--- config.mk ---
export PLATFORM = sky130hd
export DESIGN_NAME = mem_stage
export DESIGN_NICKNAME = d
export VERILOG_FILES = /design/src/rtl/mem_stage_pkg.sv /design/src/rtl/mem_load_align.sv /design/src/rtl/mem_stage.sv
export SDC_FILE = /design/constraint.sdc
export NUM_CORES = 1
export LEC_CHECK = 0
export CORE_MARGIN = 4
export CORE_UTILIZATION = 40
export CTS_BUF_LIST = sky130_fd_sc_hd__clkbuf_2
export CTS_CLUSTER_SIZE = 16
export DETAILED_ROUTE_END_ITERATION = 6
export GPL_TIMING_DRIVEN = 0
export PLACE_DENSITY = 0.72
export SLEW_MARGIN = 20
export SYNTH_ARGS = -nofsm -noshare
export SYNTH_HDL_FRONTEND = slang
export SYNTH_SLANG_ARGS = --single-unit
--- constraint.sdc ---
create_clock -name clk -period 2.43 [get_ports clk]
set_clock_uncertainty 0.2 [all_clocks]
set_input_delay 0.243 -clock clk [delete_from_list [all_inputs] [get_ports clk]]
set_output_delay 0.243 -clock clk [all_outputs]
set_load 0.02 [all_outputs]
--- src/rtl/mem_stage_pkg.sv ---
// Shared widths, load-op codes and bus layouts for the MEM stage and its neighbours.
package mem_stage_pkg;

  localparam int unsigned EX_TO_MEM_BUS_WD = 75;
  localparam int unsigned MEM_TO_WB_BUS_WD = 104;
  localparam int unsigned MEM_FWD_BUS_WD   = 39;
  localparam int unsigned DATA_WD          = 32;
  localparam int unsigned REG_ADDR_WD      = 5;

  localparam logic [2:0] LOAD_OP_LW  = 3'b000;
  localparam logic [2:0] LOAD_OP_LB  = 3'b001;
  localparam logic [2:0] LOAD_OP_LBU = 3'b010;
  localparam logic [2:0] LOAD_OP_LH  = 3'b011;
  localparam logic [2:0] LOAD_OP_LHU = 3'b100;

  // Register-file write-data source selects
  localparam logic [1:0] SEL_WD_ALU  = 2'b00;
  localparam logic [1:0] SEL_WD_LINK = 2'b01;
  localparam logic [1:0] SEL_WD_LOAD = 2'b10;
  localparam logic [1:0] SEL_WD_ZERO = 2'b11;

  typedef struct packed {
    logic [DATA_WD-1:0]     pc_plus_4;
    logic [DATA_WD-1:0]     alu_res;
    logic [REG_ADDR_WD-1:0] w_addr;
    logic [1:0]             sel_rf_w_data;
    logic                   sel_rf_w_en;
    logic [2:0]             load_op;
  } ex_to_mem_t;

  typedef struct packed {
    logic [DATA_WD-1:0]     pc_plus_4;
    logic [DATA_WD-1:0]     alu_res;
    logic [DATA_WD-1:0]     rdata;
    logic [REG_ADDR_WD-1:0] w_addr;
    logic [1:0]             sel_rf_w_data;
    logic                   sel_rf_w_en;
  } mem_to_wb_t;

  typedef struct packed {
    logic [DATA_WD-1:0]     w_data;
    logic [REG_ADDR_WD-1:0] w_addr;
    logic                   w_en;
    logic                   mem_valid;
  } mem_fwd_t;

endpackage

--- src/rtl/mem_load_align.sv ---
// Little-endian load alignment and sign/zero extension of a 32-bit RAM word.
module mem_load_align
  import mem_stage_pkg::*;
(
  input  logic [DATA_WD-1:0] raw_rdata,
  input  logic [1:0]         off,
  input  logic [2:0]         load_op,
  output logic [DATA_WD-1:0] load_data_c
);

  logic [7:0]  byte_sel;
  logic [15:0] half_sel;

  // Halfword select uses off[1] only; off[0] is ignored for halfwords
  always_comb begin
    byte_sel = raw_rdata[7:0];
    case (off)
      2'd1:    byte_sel = raw_rdata[15:8];
      2'd2:    byte_sel = raw_rdata[23:16];
      2'd3:    byte_sel = raw_rdata[31:24];
      default: byte_sel = raw_rdata[7:0];
    endcase
    half_sel = off[1] ? raw_rdata[31:16] : raw_rdata[15:0];
  end

  // Unassigned op codes fall back to a full-word load
  always_comb begin
    load_data_c = raw_rdata;
    case (load_op)
      LOAD_OP_LB:  load_data_c = {{24{byte_sel[7]}}, byte_sel};
      LOAD_OP_LBU: load_data_c = {24'd0, byte_sel};
      LOAD_OP_LH:  load_data_c = {{16{half_sel[15]}}, half_sel};
      LOAD_OP_LHU: load_data_c = {16'd0, half_sel};
      default:     load_data_c = raw_rdata;
    endcase
  end

endmodule

--- src/rtl/mem_stage.sv ---
// MEM pipeline stage: EX->MEM register, SRAM read-data hold across WB stalls,
// load alignment, and the MEM->WB payload plus ID bypass bus.
module mem_stage
  import mem_stage_pkg::*;
(
  input  logic                        clk,
  input  logic                        reset,
  input  logic [EX_TO_MEM_BUS_WD-1:0] EX_to_MEM_bus,
  input  logic                        EX_to_MEM_valid,
  output logic                        MEM_allow_in,
  input  logic [DATA_WD-1:0]          data_ram_r_data,
  output logic [MEM_TO_WB_BUS_WD-1:0] MEM_to_WB_bus,
  output logic                        MEM_to_WB_valid,
  input  logic                        WB_allow_in,
  output logic [MEM_FWD_BUS_WD-1:0]   MEM_to_ID_fwd_bus
);

  ex_to_mem_t         payload_q;
  logic               mem_valid_q;
  logic               first_cycle_q;
  logic [DATA_WD-1:0] rdata_buf_q;

  logic               load_en;
  logic [DATA_WD-1:0] raw_rdata;
  logic [DATA_WD-1:0] load_data;
  logic [DATA_WD-1:0] fwd_data;
  mem_to_wb_t         wb_bus;
  mem_fwd_t           fwd_bus;

  // MEM always completes in one cycle, so only WB back-pressure can stall it
  assign MEM_allow_in    = ~mem_valid_q | WB_allow_in;
  assign MEM_to_WB_valid = mem_valid_q;
  assign load_en         = EX_to_MEM_valid & MEM_allow_in;

  always_ff @(posedge clk) begin
    if (reset) begin
      mem_valid_q   <= 1'b0;
      first_cycle_q <= 1'b0;
      rdata_buf_q   <= '0;
      payload_q     <= '0;
    end else begin
      if (MEM_allow_in) begin
        mem_valid_q <= EX_to_MEM_valid;
      end
      if (load_en) begin
        payload_q <= EX_to_MEM_bus;
      end
      if (load_en) begin
        first_cycle_q <= 1'b1;
      end else if (!WB_allow_in) begin
        first_cycle_q <= 1'b0;
      end
      // SRAM output is only valid in the entry's first cycle; keep it for the stall
      if (mem_valid_q && first_cycle_q && !WB_allow_in) begin
        rdata_buf_q <= data_ram_r_data;
      end
    end
  end

  assign raw_rdata = first_cycle_q ? data_ram_r_data : rdata_buf_q;

  mem_load_align u_load_align (
    .raw_rdata   (raw_rdata),
    .off         (payload_q.alu_res[1:0]),
    .load_op     (payload_q.load_op),
    .load_data_c (load_data)
  );

  always_comb begin
    fwd_data = payload_q.alu_res;
    case (payload_q.sel_rf_w_data)
      SEL_WD_LOAD: fwd_data = load_data;
      SEL_WD_LINK: fwd_data = payload_q.pc_plus_4 + DATA_WD'(4);
      SEL_WD_ZERO: fwd_data = '0;
      default:     fwd_data = payload_q.alu_res;
    endcase
  end

  always_comb begin
    wb_bus.pc_plus_4     = payload_q.pc_plus_4;
    wb_bus.alu_res       = payload_q.alu_res;
    wb_bus.rdata         = load_data;
    wb_bus.w_addr        = payload_q.w_addr;
    wb_bus.sel_rf_w_data = payload_q.sel_rf_w_data;
    wb_bus.sel_rf_w_en   = payload_q.sel_rf_w_en;

    fwd_bus.w_data    = fwd_data;
    fwd_bus.w_addr    = payload_q.w_addr;
    fwd_bus.w_en      = payload_q.sel_rf_w_en & mem_valid_q;
    fwd_bus.mem_valid = mem_valid_q;
  end

  assign MEM_to_WB_bus     = wb_bus;
  assign MEM_to_ID_fwd_bus = fwd_bus;

endmodule

==> Word-level counts from Yosys, hierarchy flattened <==
Cells that the tools add are included.
{ "word_totals": {"n_memories": 0, "word_cells": 35, "ram_bits": 0, "latchBits": 0, "regBits": 109, "out_inout_bits": 145, "mem_bits_ro": 0, "input_bits": 111} }
{ "classes": {"magnitude_cmp": 0, "bitwise_logic": 4, "add_sub_neg": 1, "n_eq_ne": 11, "reduce_logical": 3, "shifts": 0, "div_mod_pow": 0, "mux": 7, "mul": 0} }
{ "ops": {"columns": ["operator", "n"], "rows": [
  ["case mux 32 bit (4 select lines)", 1],
  ["case mux 32 bit (3 select lines)", 1],
  ["adder 32 x 3 -> 32 bit, second input constant", 1],
  ["two-way mux 32 bit", 1],
  ["case mux 8 bit (3 select lines)", 1],
  ["two-way mux 16 bit", 1],
  ["== test 2 bit, second input constant", 4],
  ["== test 3 x 2 -> 1 bit, second input constant", 2],
  ["== test 2 x 1 -> 1 bit, second input constant", 2],
  ["== test 3 x 1 -> 1 bit, second input constant", 1],
  ["== test 3 bit, second input constant", 1],
  ["bitwise AND 1 bit", 2],
  ["logical AND 1 bit", 2],
  ["two-way mux 1 bit", 2],
  ["inequality test 2 x 1 -> 1 bit, second input constant", 1],
  ["zero test 1 bit", 1],
  ["inverter 1 bit", 1],
  ["bitwise OR 1 bit", 1]
]} }

==> Longest topological paths before layout <==
{ "logic_depth": {"word_depth": 4, "depth_mapped": 9, "mapped_depth_nobuf": 6} }

==> Modules after synthesis <==
A second synthesis with hierarchy kept.
{ "unflattened": {"cells_unflattened": 865, "area_unflattened_um2": 6764.0} }
{ "modules_own_cells": {"columns": ["mod", "seq_area_each_um2", "cells_each", "n_inst", "area_each_um2"], "rows": [
  ["mem_stage", 2182.1, 766, 1, 5880.6],
  ["mem_load_align", 0.0, 99, 1, 883.3]
]} }

==> Worst setup path before layout <==
Ideal clock, no wire load.
{ "synth_path": {"path_kind": "flip-flop to output port", "from": "register payload_q (netlist bit MEM_to_WB_bus[40])", "to": "output MEM_to_ID_fwd_bus[22]", "slack_ns": -0.009, "t_arrival_ns": 1.996, "stages_incl_launch_ff": 8, "n_path_buf": 2, "t_required_ns": 1.987, "cell_sequence": "dfxtp_1 -> buf_2 -> mux2_2 -> o22a_1 -> nand4_2 -> buf_2 -> o221ai_1 -> o2bb2ai_1"} }
{ "synth_between": {"elab_chain_len": 4, "elab_cells_between_ends": 6, "classes_between": "eq/ne: 3; mux: 3"} }
{ "synth_rtl": {"columns": ["element", "line", "rtl"], "rows": [
  ["from (decl)", "mem_stage.sv:18", "ex_to_mem_t payload_q;"],
  ["from (signal assigned)", "mem_stage.sv:46", "payload_q <= EX_to_MEM_bus;"],
  ["== test 2 bit or == test 2 x 1 -> 1 bit (tied branches)", "mem_load_align.sv:17", "case (off)"],
  ["case mux 8 bit (3 select lines) *", "mem_load_align.sv:17", null],
  ["case mux 32 bit (4 select lines) *", "mem_load_align.sv:29", "case (load_op)"],
  ["net MEM_to_WB_bus[23]", "mem_stage.sv:12", "output logic [MEM_TO_WB_BUS_WD-1:0] MEM_to_WB_bus,"],
  ["case mux 32 bit (3 select lines) *", "mem_stage.sv:71", "case (payload_q.sel_rf_w_data)"],
  ["to (decl)", "mem_stage.sv:15", "output logic [MEM_FWD_BUS_WD-1:0] MEM_to_ID_fwd_bus"]
]} }
Mark *: on every way through the listed nets, which the timed path passes. The rest lies on a longest branch.

==> Worst setup path in the final report <==
{ "layout_path": {"from": "register payload_q (netlist bit MEM_to_WB_bus[40])", "to": "output MEM_to_ID_fwd_bus[21]"} }
{ "layout_between": {"elab_chain_len": 4, "elab_cells_between_ends": 6, "classes_between": "eq/ne: 3; mux: 3"} }
{ "layout_rtl": {"columns": ["element", "line"], "rows": [
  ["== test 2 bit or == test 2 x 1 -> 1 bit (tied branches)", "mem_load_align.sv:17"],
  ["case mux 8 bit (3 select lines) *", "mem_load_align.sv:17"],
  ["case mux 32 bit (4 select lines) *", "mem_load_align.sv:29"],
  ["case mux 32 bit (3 select lines) *", "mem_stage.sv:71"]
]} }
Every way passes the cells marked *; elsewhere a longest branch is shown, timed or not.

==> impl_results.md <==
- Status: finished, violations left
- Failing checks: DRC, setup timing
- Clk pwr share: between 20% and 30%
- WL final: approximately 37000 um
- Ant. Diodes: 0
- Syn Area/Cell: 7.407 um^2
- Ys flop type: dfxtp_1
- Initial antenna violation count: 0
- Routed vias: around 9500
- Max cap viols: 0
- FF+latch count, synth: between 100 and 150
- Most frequent cells in the layout: nand2_1, clkdlybuf4s50_1, buf_4, a21oi_1, dlygate4sd3_1
- Logic gate share of total power: 42.4%
- Setup CP Type: reg -> out
- Max_slew headroom: around two fifths
- NetSw: between 0.0015 and 0.002 W
- Die area: 20310 um^2
- Sequence of cells on the critical path: buf_6 -> mux2_2 -> o22a_1 -> nand4_4 -> buf_4 -> buf_6 -> o221ai_4 -> a22o_1 -> buf_6
- VDD IR max: ~0.34 mV
- Worst Path Required: 1.99 ns
- Layout Nets: about 1500
- Crit path DAT: 2.87 ns
- Crit-path max FO: 8
- CP peak stage delay: 0.42 ns
- Post-synth EDFFs: 0
- Core area: about 18000 um^2
- Mapped Cells: between 900 and 1000
- Die X-Extent: about 140 um
- Vias in the first global route: roughly 9100
- Met1 wire length: 13410 um
- Worst-case clock buffer depth: 2
- Pleak: 5.294 nW
- Startpoint types: flop
- # IOs: 256
- Vias per cell: roughly 5.7
- Final WS setup: -0.8832 ns
- DP Wirelength: approximately 24000 um
- H-tree depth: 3
- Reg clk slew, reported paths: approximately 0.35 ns
- Syn_nets: 1089
- Initial DRC Count: approximately 1100
- Grt ovf: 0
- Warnings from Yosys: 0
- Max Slew Vio Count: 0
- Floorplan row count: 48
- Die Y: 142.5 um
- First-pass GRT wire length: ~53000 um
- CP max stage cell: dfxtp_2
- CTS root buf: clkbuf_2
- Seq pwr share: 37.5%
- Clk sinks: roughly 110
- Final Hold Fails: 0
- Design Power: about 0.0053 W
- Initial Util: between 40% and 50%
- Measured slew at the worst slew-check pin: 0.8785 ns
- TritonCTS clock tree: yes
- Seq/Total Area, Yosys: a little under a third
- Mean routed wirelength per cell: between 20 and 25 um
- Uppermost layer routed: met4
- Setup-failing EPs final: 64
- Crit path top cell by count: buf_6
- Met2 wire length: about 18000 um
- Internal Power: 0.003370 W
- Most common cell after layout, fill and taps aside: nand2_1
- Worst-Skew Late Latency: 0.66 ns
- CTS buffer count: 9
- Largest net degree at the start of global routing: 20
- Post-synth cell types: just under 70
- Critical path endpoint category: primary output
- Sw Ratio: a little over a third
- Final min period: ~3.3 ns
- Final Util: about 75%
- Worst hold margin: 0.01252 ns
- DRT antenna net count: 0
- Post-Syn Area: about 7200 um^2
- Post-route clock period utilization: 136.3%
- Post-synthesis async set-or-reset flop share: 0%
- I/O Buffers: 254
- RSZ-0062 raised after global routing: yes
- Hold crit path type: in -> reg
- Layout cells sized above 1: between 30% and 40%
- Layout Area Growth over Synthesis: 81.47%
- Achievable frequency: 0.3018 GHz
- GRT Total Usage: between 30 and 40%
- Met3 WL: between 3000 and 4000 um
- DRT Pass-1 Iters: 7
- Routability cong.: 0.9586
- DRC viols: 2
- PD cells: 403.6 nW/um^2
## worst max-delay path: cells and delay by family, from the launching register on
| kind | cells | cell delay [ns] |
|---|---|---|
| AOI/OAI and AO/OA | 3 | 0.67 |
| buffers and inverters | 4 | 0.54 |
| DFF | 1 | 0.42 |
| muxes | 1 | 0.38 |
| and+or+nand+nor | 1 | 0.15 |
## worst paths after layout
check / slack (ns) / depth (start not counted) / to / from
worst min-delay path: 0.01 / 3 / rdata_buf_q[21]$_SDFFE_PP0P_ / data_ram_r_data[21]
worst min register to register: 0.29 / 2 / rdata_buf_q[3]$_SDFFE_PP0P_ / rdata_buf_q[3]$_SDFFE_PP0P_
worst max-delay path: -0.88 / 9 / MEM_to_ID_fwd_bus[21] / MEM_to_WB_bus[40]$_SDFFE_PP0P_
worst max register to register: 0.10 / 7 / MEM_to_WB_bus[68]$_SDFFE_PP0P_ / MEM_to_WB_valid$_SDFFE_PP0N_
## per-stage QoR
step | area (um^2) | setup WS [ns] | setup TNS [ns] | std cells
6_report | 13130 | -0.8832 | -44.30 | 1657
2_1_floorplan | 7243 | 0.002052 | 0 | 977
4_1_cts | 12550 | -0.8010 | -42.77 | 1623
3_5_place_dp | 10070 | -0.8960 | -61.70 | 1456
5_1_grt | 13130 | -0.9042 | -47.77 | 1657
3_3_place_gp | 10070 | -0.9228 | -58.33 | 1456
## synth_stat cells (5+ instances only)
master     instances  share of area (%)
nand2_1          255                 13
xor2_1            10                1.2
buf_2             18                1.2
inv_1             11               0.57
clkbuf_1          46                2.4
a221o_1            5               0.69
nor2_1            38                2.0
a31oi_1            5               0.43
or4_1              5               0.52
o21ai_0           26                1.8
o21a_1             6               0.62
nor4_1             6               0.52
o2bb2ai_1          5               0.61
nand4_1            9               0.78
o31ai_1           10                1.0
nor2b_1            7               0.61
buf_1              5               0.26
mux2i_1           26                3.6
and3_1            11               0.95
a211o_1            5               0.61
a22oi_1            6               0.62
o211ai_1           8               0.83
a21oi_1          121                8.4
mux2_2            16                2.5
dfxtp_1          109                 30
a22o_1             8               0.97
mux4_2             7                2.2
and2_1             5               0.43
a31o_2             5               0.61
buf_4             81                8.4
nand3_1           18                1.2
o221ai_1           5               0.61
nor3_1            20                1.4
## layer usage
| metal | up-vias | GRT usage (%) |
|---|---|---|
| li1 | 4252 | - |
| met1 | 4457 | 39.68 |
| met2 | 635 | 56.80 |
| met3 | 141 | 8.737 |
| met4 | 0 | 14.06 |
| met5 | - | 0 |
## layout make-up
cell class / count / area [um^2]
Clock inverter: 7 / 102.6
Sequential cell: 109 / 2260
Buffer: 150 / 1059
Timing Repair Buffer: 443 / 4337
Fill cell: 1238 / 4404
Tap cell: 225 / 281.5
Clock buffer: 9 / 45.04
Multi-Input combinational cell: 702 / 5004
Inverter: 12 / 45.04
## power groups by stage
stage	clock (W)	combinational, W	sequential (W)
6_report	0.00106	0.00225	0.00199
2_1_floorplan	0	0.000893	0.00197
4_1_cts	0.00106	0.00208	0.00197
5_1_grt	0.00112	0.00233	0.00200
3_5_place_dp	0	0.00167	0.00201
3_3_place_gp	0	0.00167	0.00201
## registers in the layout, indices dropped and copies added, names as in the netlist
register	cells
MEM_to_WB_valid	1
MEM_to_ID_fwd_bus	5
first_cycle_q	1
rdata_buf_q	32
MEM_to_WB_bus	67
payload_q	3
## repair_timing
action | CTS | global route
hold buffers | 103 | 0
endpoints found under the hold margin | 103 | 0
buffers inserted | 44 | 41
pin swaps | 41 | 41
gates cloned | 5 | 0
gates resized for setup | 579 | 146
setup endpoints to repair | 122 | 114
## logic make-up after synthesis
logic type	Yosys count	share of synthesized area, %
XOR/XNOR	13	1.573
multiplexers	53	9.716
AND/OR/NAND/NOR	392	23.69
adder cells (fa/ha/maj)	2	0.3112
flip-flops	109	30.15
buffers and inverters	166	13.69
AO/OA/AOI/OAI	242	20.87
No activity file was read; power rests on OpenSTA's default activity.
